--- config.mk ---
export PLATFORM = sky130hd
export DESIGN_NAME = pc_sequencer
export DESIGN_NICKNAME = d
export VERILOG_FILES = /design/src/rtl/pc_sequencer.sv
export SDC_FILE = /design/constraint.sdc
export NUM_CORES = 1
export LEC_CHECK = 0
export CORE_UTILIZATION = 40
export CTS_CLUSTER_DIAMETER = 30
export DETAILED_ROUTE_END_ITERATION = 7
export SLEW_MARGIN = 20
export SYNTH_ARGS = -nofsm -noshare
export SYNTH_HDL_FRONTEND = slang
export SYNTH_SLANG_ARGS = --single-unit
--- constraint.sdc ---
create_clock -name CLK -period 4.4 [get_ports CLK]
set_clock_uncertainty 0.1 [all_clocks]
set_input_delay 0.66 -clock CLK [delete_from_list [all_inputs] [get_ports CLK]]
set_output_delay 0.66 -clock CLK [all_outputs]
set_load 0.01 [all_outputs]
--- src/rtl/pc_sequencer.sv ---
// Program-counter sequencer: relative branches, call/return through a circular
// return-address stack, RUN/HALTED sequencing, and saturating cycle/retired counters.
module pc_sequencer #(
    parameter int PC_W      = 10,
    parameter int JUMP_W    = 8,
    parameter int RAS_DEPTH = 4,
    parameter int CNT_W     = 16
) (
    input  logic              CLK,
    input  logic              start,
    input  logic              stall,
    input  logic              branch_en,
    input  logic              branch_taken,
    input  logic              jump_dir,
    input  logic [JUMP_W-1:0] jump_amt,
    input  logic              call_en,
    input  logic              ret_en,
    input  logic              halt_req,
    output logic [PC_W-1:0]   pc,
    output logic              halt,
    output logic              ras_overflow,
    output logic              ras_underflow,
    output logic [CNT_W-1:0]  cycle_ct,
    output logic [CNT_W-1:0]  retired_ct
);

    localparam int PTR_W   = (RAS_DEPTH > 1) ? $clog2(RAS_DEPTH) : 1;
    localparam int RCNT_W  = $clog2(RAS_DEPTH + 1);

    localparam logic [0:0] ST_RUN    = 1'b0;
    localparam logic [0:0] ST_HALTED = 1'b1;

    localparam logic [PTR_W-1:0]  PTR_MAX  = PTR_W'(RAS_DEPTH - 1);
    localparam logic [PTR_W-1:0]  PTR_ONE  = PTR_W'(1);
    localparam logic [RCNT_W-1:0] RCNT_MAX = RCNT_W'(RAS_DEPTH);
    localparam logic [RCNT_W-1:0] RCNT_ONE = RCNT_W'(1);
    localparam logic [PC_W-1:0]   PC_ONE   = PC_W'(1);
    localparam logic [CNT_W-1:0]  CNT_ONE  = CNT_W'(1);

    logic [0:0]        state_q, state_d;
    logic [PC_W-1:0]   pc_q, pc_d;
    logic [PTR_W-1:0]  wr_ptr_q, wr_ptr_d;
    logic [RCNT_W-1:0] ras_cnt_q, ras_cnt_d;
    logic              ovf_q, ovf_d;
    logic              unf_q, unf_d;
    logic [CNT_W-1:0]  cycle_q, cycle_d;
    logic [CNT_W-1:0]  retired_q, retired_d;

    logic [PC_W-1:0]   ras_q [RAS_DEPTH];
    logic              ras_we;
    logic [PTR_W-1:0]  top_ptr;
    logic [PC_W-1:0]   pc_plus1;
    logic [PC_W-1:0]   amt_ext;
    logic [PC_W-1:0]   target;

    function automatic logic [PTR_W-1:0] ptr_inc(input logic [PTR_W-1:0] p);
        return (p == PTR_MAX) ? '0 : p + PTR_ONE;
    endfunction

    function automatic logic [PTR_W-1:0] ptr_dec(input logic [PTR_W-1:0] p);
        return (p == '0) ? PTR_MAX : p - PTR_ONE;
    endfunction

    function automatic logic [CNT_W-1:0] sat_inc(input logic [CNT_W-1:0] c);
        return (c == '1) ? c : c + CNT_ONE;
    endfunction

    // Sums are PC_W wide, so both jump directions wrap modulo 2^PC_W.
    assign amt_ext  = PC_W'(jump_amt);
    assign pc_plus1 = pc_q + PC_ONE;
    assign target   = jump_dir ? (pc_q - amt_ext) : (pc_q + amt_ext);
    assign top_ptr  = ptr_dec(wr_ptr_q);

    // NOTE: every always_comb output gets a default first so no path leaves it unassigned (no latch).
    always_comb begin
        state_d   = state_q;
        pc_d      = pc_q;
        wr_ptr_d  = wr_ptr_q;
        ras_cnt_d = ras_cnt_q;
        ovf_d     = ovf_q;
        unf_d     = unf_q;
        cycle_d   = cycle_q;
        retired_d = retired_q;
        ras_we    = 1'b0;

        if (state_q == ST_RUN) begin
            cycle_d = sat_inc(cycle_q);
            if (!stall) begin
                retired_d = sat_inc(retired_q);
                if (halt_req) begin
                    state_d = ST_HALTED;
                end else if (ret_en) begin
                    if (ras_cnt_q != '0) begin
                        pc_d      = ras_q[top_ptr];
                        wr_ptr_d  = top_ptr;
                        ras_cnt_d = ras_cnt_q - RCNT_ONE;
                    end else begin
                        unf_d   = 1'b1;
                        state_d = ST_HALTED;
                    end
                end else if (call_en) begin
                    // A push into a full stack overwrites the oldest slot; count stays at depth.
                    ras_we   = 1'b1;
                    pc_d     = target;
                    wr_ptr_d = ptr_inc(wr_ptr_q);
                    if (ras_cnt_q == RCNT_MAX) begin
                        ovf_d = 1'b1;
                    end else begin
                        ras_cnt_d = ras_cnt_q + RCNT_ONE;
                    end
                end else if (branch_en && branch_taken) begin
                    pc_d = target;
                end else begin
                    pc_d = pc_plus1;
                end
            end
        end
    end

    // NOTE: sequential state uses non-blocking assignments so all registers update from pre-edge values.
    always_ff @(posedge CLK) begin
        if (start) begin
            state_q   <= ST_RUN;
            pc_q      <= '0;
            wr_ptr_q  <= '0;
            ras_cnt_q <= '0;
            ovf_q     <= 1'b0;
            unf_q     <= 1'b0;
            cycle_q   <= '0;
            retired_q <= '0;
        end else begin
            state_q   <= state_d;
            pc_q      <= pc_d;
            wr_ptr_q  <= wr_ptr_d;
            ras_cnt_q <= ras_cnt_d;
            ovf_q     <= ovf_d;
            unf_q     <= unf_d;
            cycle_q   <= cycle_d;
            retired_q <= retired_d;
        end
    end

    // NOTE: stack storage is not reset; ras_cnt_q guards every read, so stale entries are never used.
    always_ff @(posedge CLK) begin
        if (ras_we && !start) begin
            ras_q[wr_ptr_q] <= pc_plus1;
        end
    end

    assign pc            = pc_q;
    assign halt          = (state_q == ST_HALTED);
    assign ras_overflow  = ovf_q;
    assign ras_underflow = unf_q;
    assign cycle_ct      = cycle_q;
    assign retired_ct    = retired_q;

endmodule

# Yosys cells after proc, flatten, opt, wreduce, memory -nomap -nowiden
# Memories as Yosys holds them, arrays and structs flattened.
# Index checks and enable logic that the tools add are counted.
[word_totals]
regBits = 50
in_bits = 17
ramBits = 40
word_cells = 70
out_inout_bits = 45
memories = 1
[classes]
n_bitwise = 7
n_reduce_logical = 13
n_addsub = 9
n_mux = 26
n_eq_ne = 6
[mem_list]
columns = ["memory", "words", "width", "rd", "rd_ports_with_merged_regs", "wr", "line_no", "source"]
rows = [
  ["ras_q", 4, 10, 1, 0, 1, "49", "logic [PC_W-1:0] ras_q [RAS_DEPTH];"],
]
[ops]
columns = ["op", "n"]
rows = [
  ["$mux 10", 5],
  ["$add 16x1->16 const B", 2],
  ["$eq 16x16->1 const B", 2],
  ["$mux 1", 12],
  ["$mux 3", 4],
  ["$reduce_and 6->1", 2],
  ["$add 10x1->10 const B", 1],
  ["$add 10x8->10", 1],
  ["$mux 2", 5],
  ["$reduce_and 5->1", 2],
  ["$sub 10x8->10", 1],
  ["$not 1->1", 7],
  ["$reduce_and 4->1", 1],
  ["$add 3x1->3 const B", 1],
  ["$eq 3x3->1 const B", 1],
  ["$reduce_and 3->1", 1],
  ["$reduce_bool 3->1", 1],
  ["$sub 3x1->3 const B", 1],
  ["$add 2x1->2 const B", 1],
  ["$eq 2x2->1 const B", 1],
  ["$logic_and 1x1->1", 2],
  ["$logic_not 2->1", 1],
  ["$ne 2x1->1 const B", 1],
  ["$ne 2x2->1 const B", 1],
  ["4 further kinds", 4],
]

# Logic depth before layout (Yosys ltp)
[depth]
word_depth = 8
ltp_mapped = 11
depth_no_buf = 11

# Worst setup path after synthesis
# Ideal clock, no wire load.
[synth_timing]
path_kind = "input port to flip-flop"
startpoint = "input jump_dir"
endpoint = "register pc_q[5], in the netlist pc[5]"
setup_time_ns = 0.091
setup_slack_ns = 1.585
t_required_ns = 4.209
arrival_time_ns = 2.624
n_path_buf = 1
cell_stages = 9
path_cell_list = "clkbuf_1 -> mux2i_1 -> ha_1 -> nor2b_1 -> o31ai_1 -> nand2_1 -> xnor2_1 -> a211o_1 -> a311oi_1"
[synth_between]
elab_chain_cells = 4
[synth_rtl]
columns = ["item", "line_no", "source"]
rows = [
  ["start, declared", "14", "input logic jump_dir,"],
  ["$mux 10 (*)", "71", "assign target = jump_dir ? (pc_q - amt_ext) : (pc_q + amt_ext);"],
  ["$mux 10", "111", "end else if (branch_en && branch_taken) begin"],
  ["$mux 10 (*)", "101", "end else if (call_en) begin"],
  ["$mux 10 (*)", "92", "end else if (ret_en) begin"],
  ["end signal, assigned", "133", "pc_q <= pc_d;"],
  ["end, declared", "41", "logic [PC_W-1:0] pc_q, pc_d;"],
]
# Every way passes the cells marked *; elsewhere a longest branch is shown, timed or not.
# A chain may end at the register's enable or synchronous reset.

# Worst setup path after layout
[layout_timing]
startpoint = "input jump_amt[0]"
endpoint = "register pc_q[5], in the netlist pc[5]"
[layout_between]
elab_chain_cells = 5
word_cells_on_any_way = 6
classes_between = "add/sub (2); mux (4)"
[layout_rtl]
columns = ["item", "line_no", "source"]
rows = [
  ["start, declared", "15", "input logic [JUMP_W-1:0] jump_amt,"],
  ["$add 10x8->10 / $sub 10x8->10 (equally long branches)", "71", ""],
  ["$mux 10 (*)", "71", ""],
  ["$mux 10", "111", ""],
  ["$mux 10 (*)", "101", ""],
  ["$mux 10 (*)", "92", ""],
]
# Marks and branches as above.

==> key figures <==
Layout
  • Diodes inserted: 0
  • Nets: 550
  • Share of layout cells above drive strength 1: 7.13%
  • Area delta synth->final: 22.2%

Clock tree
  • H-Tree Depth: 3
  • PostCTS Resize Cnt: 0
  • Worst-path clk slew: around 0.060 ns
  • # hold bufs at CTS: 0
  • Clk_lat worst skew: 0.34 ns
  • CTS Sinks: 90
  • Number of post-CTS setup repair buffers: 0
  • Clk Tree Root Cell: clkbuf_16
  • Clock Path Buffers: 2
  • TritonCTS clock tree: built
  • Cts bufs inserted: 9

Worst hold path
  • Worst min path class: reg -> reg
  • WHS Path Cells: 2

Run status
  • Outcome: finished, final reports clean

Logic synthesis
  • Area leader, netlist: edfxtp_1
  • Share of synthesized registers carrying an async set or reset: 0%
  • Synth Cell Area: 4610 µm²
  • Synth cell types: 53
  • Mapped Nets: 490
  • Post-synth EDFFs: 40
  • Yosys warns: 0
  • Sequential share of the synthesized area: between 40% and 50%
  • Synth Area per Inst: between 10 and 15 µm²
  • Synth area leaders: edfxtp_1 (26%), dfxtp_1 (22%), nor2_1 (6.0%), xnor2_1 (5.3%), ha_1 (4.6%)
  • Top FF cell, synth: dfxtp_1
  • Post-Synthesis Cells: 454
  • Number of synthesized register bits: 90
  • Synth top area share: 26.1%

Timing
  • Worst-Margin Slew: between 0.7 and 0.8 ns
  • Final setup fails: 0
  • Final Hold Fails: 0
  • Max_slew headroom: between 50% and 60%
  • RSZ-0062 raised after global routing: no
  • Setup TNS: 0 ns
  • Fmax: about 0.31 GHz
  • Hold slack: approximately 0.38 ns
  • Fin. max-slew vios: 0
  • Minimum clock period: between 3 and 4 ns
  • Period utilization: 74.2%

Critical path
  • CP max FO: 4
  • Slowest stage cell, crit path: clkdlybuf4s50_1
  • Max incr delay on CP: 0.55 ns
  • Sequence of cells on the critical path: clkdlybuf4s50_1 -> inv_1 -> ha_1 -> mux2i_1 -> ha_1 -> nor2b_1 -> o31ai_1 -> nand2_1 -> xnor2_1 -> a211o_1 -> a311oi_1
  • Required time worst endpoint: ~4.6 ns
  • Crit path top cell by count: ha_1
  • Crit start category: input port
  • Crit path arrival time: between 3 and 4 ns
  • Setup CP Type: in -> reg
  • Reg2reg path depth: 10
  • Crit path capture type: flop

Global route
  • Total GRT Usage: between 10% and 20%
  • Largest net degree at the start of global routing: 51
  • Global-route wire length before repair: around 17000 µm
  • Initial antenna violation count: 0
  • Total gr overflow: 0
  • Vias in the first global route: 3320

Routing
  • Via-to-Cell Ratio: 5.40
  • DRC Markers: 0
  • DR vias: approximately 3600
  • Drt pass-1 iters: 5
  • Final ANT Viol Nets: 0
  • DR iter-0 viols: roughly 210
  • Wirelength per Cell: between 15 and 20 µm
  • Routed Wire Length: between 10000 and 15000 µm

Die
  • Initial Util: approximately two fifths
  • Total I/O pin count: just over 60
  • Die area: about 12000 µm²
  • Num rows: 38
  • Die Span X: ~110 µm
  • Die Span Y: approximately 110 µm
  • Core box area: around 11000 µm²

Power
  • Clock group share of total power: between 30 and 40%
  • Internal: approximately 1400 µW
  • Cell area power density: roughly 330 nW/µm²
  • Comb pwr share: between 10% and 20%
  • Register share of total power: 48.5%
  • Switching Share: between 20 and 25%
  • Net Switching: 470 µW
  • Max rail drop VDD: around 0.25 mV
  • Leakage power: 0.00198 µW

Place
  • Post-DP HPWL: between 7000 and 8000 µm
  • Placer Congestion: ~0.8
  • Port Buffer Count: 61

Job
  • MaxCap Viol Count: 0
[final cells by class]
class,count,area (µm²)
tap,140,175
clock buffer,10,250
inverter,15,56.3
timing repair buffer,65,636
multi-input combinational,333,2280
sequential,90,2200
fill,1003,5400
clock inverter,6,30.0
[power by group through the flow]
| stage | combinational [µW] | sequential [µW] | clock (µW) |
|---|---|---|---|
| final | 241 | 914 | 729 |
| after global routing | 267 | 917 | 776 |
| after CTS | 243 | 914 | 751 |
| after detailed placement | 241 | 932 | 0 |
| after global placement | 238 | 932 | 0 |
| after floorplan | 153 | 931 | 0 |
[flip-flops by register name, summed over array words and instances (netlist names)]
name	cells
ras_cnt_q	3
halt	1
pc	10
ras_underflow	1
wr_ptr_q	2
ras_overflow	1
ras_q	40
cycle_ct	16
retired_ct	16
[layout by cell type (no fill, tap or decap), drive strengths merged, types with 5 or more instances in the layout]
cell / count
edfxtp: 40
mux2i: 7
xor2: 17
clkbuf: 10
nand2: 30
or3: 9
xnor2: 28
ha: 17
and2: 5
a211oi: 5
a311oi: 5
a31oi: 7
nor2: 74
a21oi: 25
and3: 7
nand4: 10
nor2b: 5
dfxtp: 50
o21ai: 13
nand3: 12
mux4: 9
clkdlybuf4s50: 60
buf: 5
inv: 19
nor3: 9
[metal layers]
layer,global-route usage [%],wire length (µm),vias to the layer above
met5,0,0,-
met4,6.57,157,0
met3,6.52,679,11
met2,29.6,4860,97
met1,23.2,4620,1703
li1,-,-,1746
[stage by stage]
| stage | total power (µW) | worst slack (ns) | util [%] | instance area [µm²] | std cells |
|---|---|---|---|---|---|
| after floorplan | 1080 | 1.59 | - | 4610 | 454 |
| after global placement | 1170 | 0.908 | 48.5 | 5350 | 643 |
| after detailed placement | 1170 | 0.800 | 48.5 | 5350 | 643 |
| after CTS | 1910 | 1.15 | 51.0 | 5630 | 659 |
| after global routing | 1960 | 1.01 | 51.0 | 5630 | 659 |
| final | 1880 | 1.13 | 51.0 | 5630 | 659 |
[kinds of logic (layout without fill, tap and decap cells)]
family                     after synthesis  after routing  synth area share (%)
adders and majority gates               19             19                  5.49
muxes                                   17             17                  6.17
xor gates and xnor gates                45             45                  8.56
AOI/OAI and AO/OA                       77             77                  10.9
buffers and inverters                   31             96                  2.72
DFF                                     90             90                  47.8
and+or+nand+nor                        175            175                  18.4
[critical path, delay by kind of cell]
kind	cells	cell delay, ns
AO/OA/AOI/OAI	3	0.92
buffers and inverters	2	0.62
adder cells (fa/ha/maj)	2	0.56
AND/OR/NAND/NOR	2	0.26
multiplexers	1	0.25
XOR/XNOR	1	0.15
[worst paths after layout]
check / end / startpoint / slack [ns]
hold / removal: ras_underflow$_SDFFE_PP0P_ / ras_underflow$_SDFFE_PP0P_ / 0.38
setup / recovery: pc[5]$_SDFFE_PP0P_ / jump_amt[0] / 1.13
setup reg to reg: pc[6]$_SDFFE_PP0P_ / pc[0]$_SDFFE_PP0P_ / 1.82
hold reg to reg: ras_underflow$_SDFFE_PP0P_ / ras_underflow$_SDFFE_PP0P_ / 0.38
[synth_stat cells (2+ instances only)]
cell type,count
fa_1,2
o21a_1,3
nand3_1,12
a211o_1,2
and3_1,6
xor2_1,17
o211ai_1,4
a311oi_1,5
or3_1,9
and4_1,3
a21o_1,3
buf_2,4
nand4_1,10
nand2b_1,2
inv_1,15
a21oi_1,25
o21ai_0,13
dfxtp_1,50
a2111oi_0,2
a31oi_1,6
mux2i_1,7
nor3_1,9
and2_1,5
ha_1,17
nor2_1,74
edfxtp_1,40
xnor2_1,28
nand2_1,30
clkbuf_1,10
o22ai_1,2
nor2b_1,5
a211oi_1,5
mux4_2,9
Note: power is estimated with default switching activity, not from simulation.
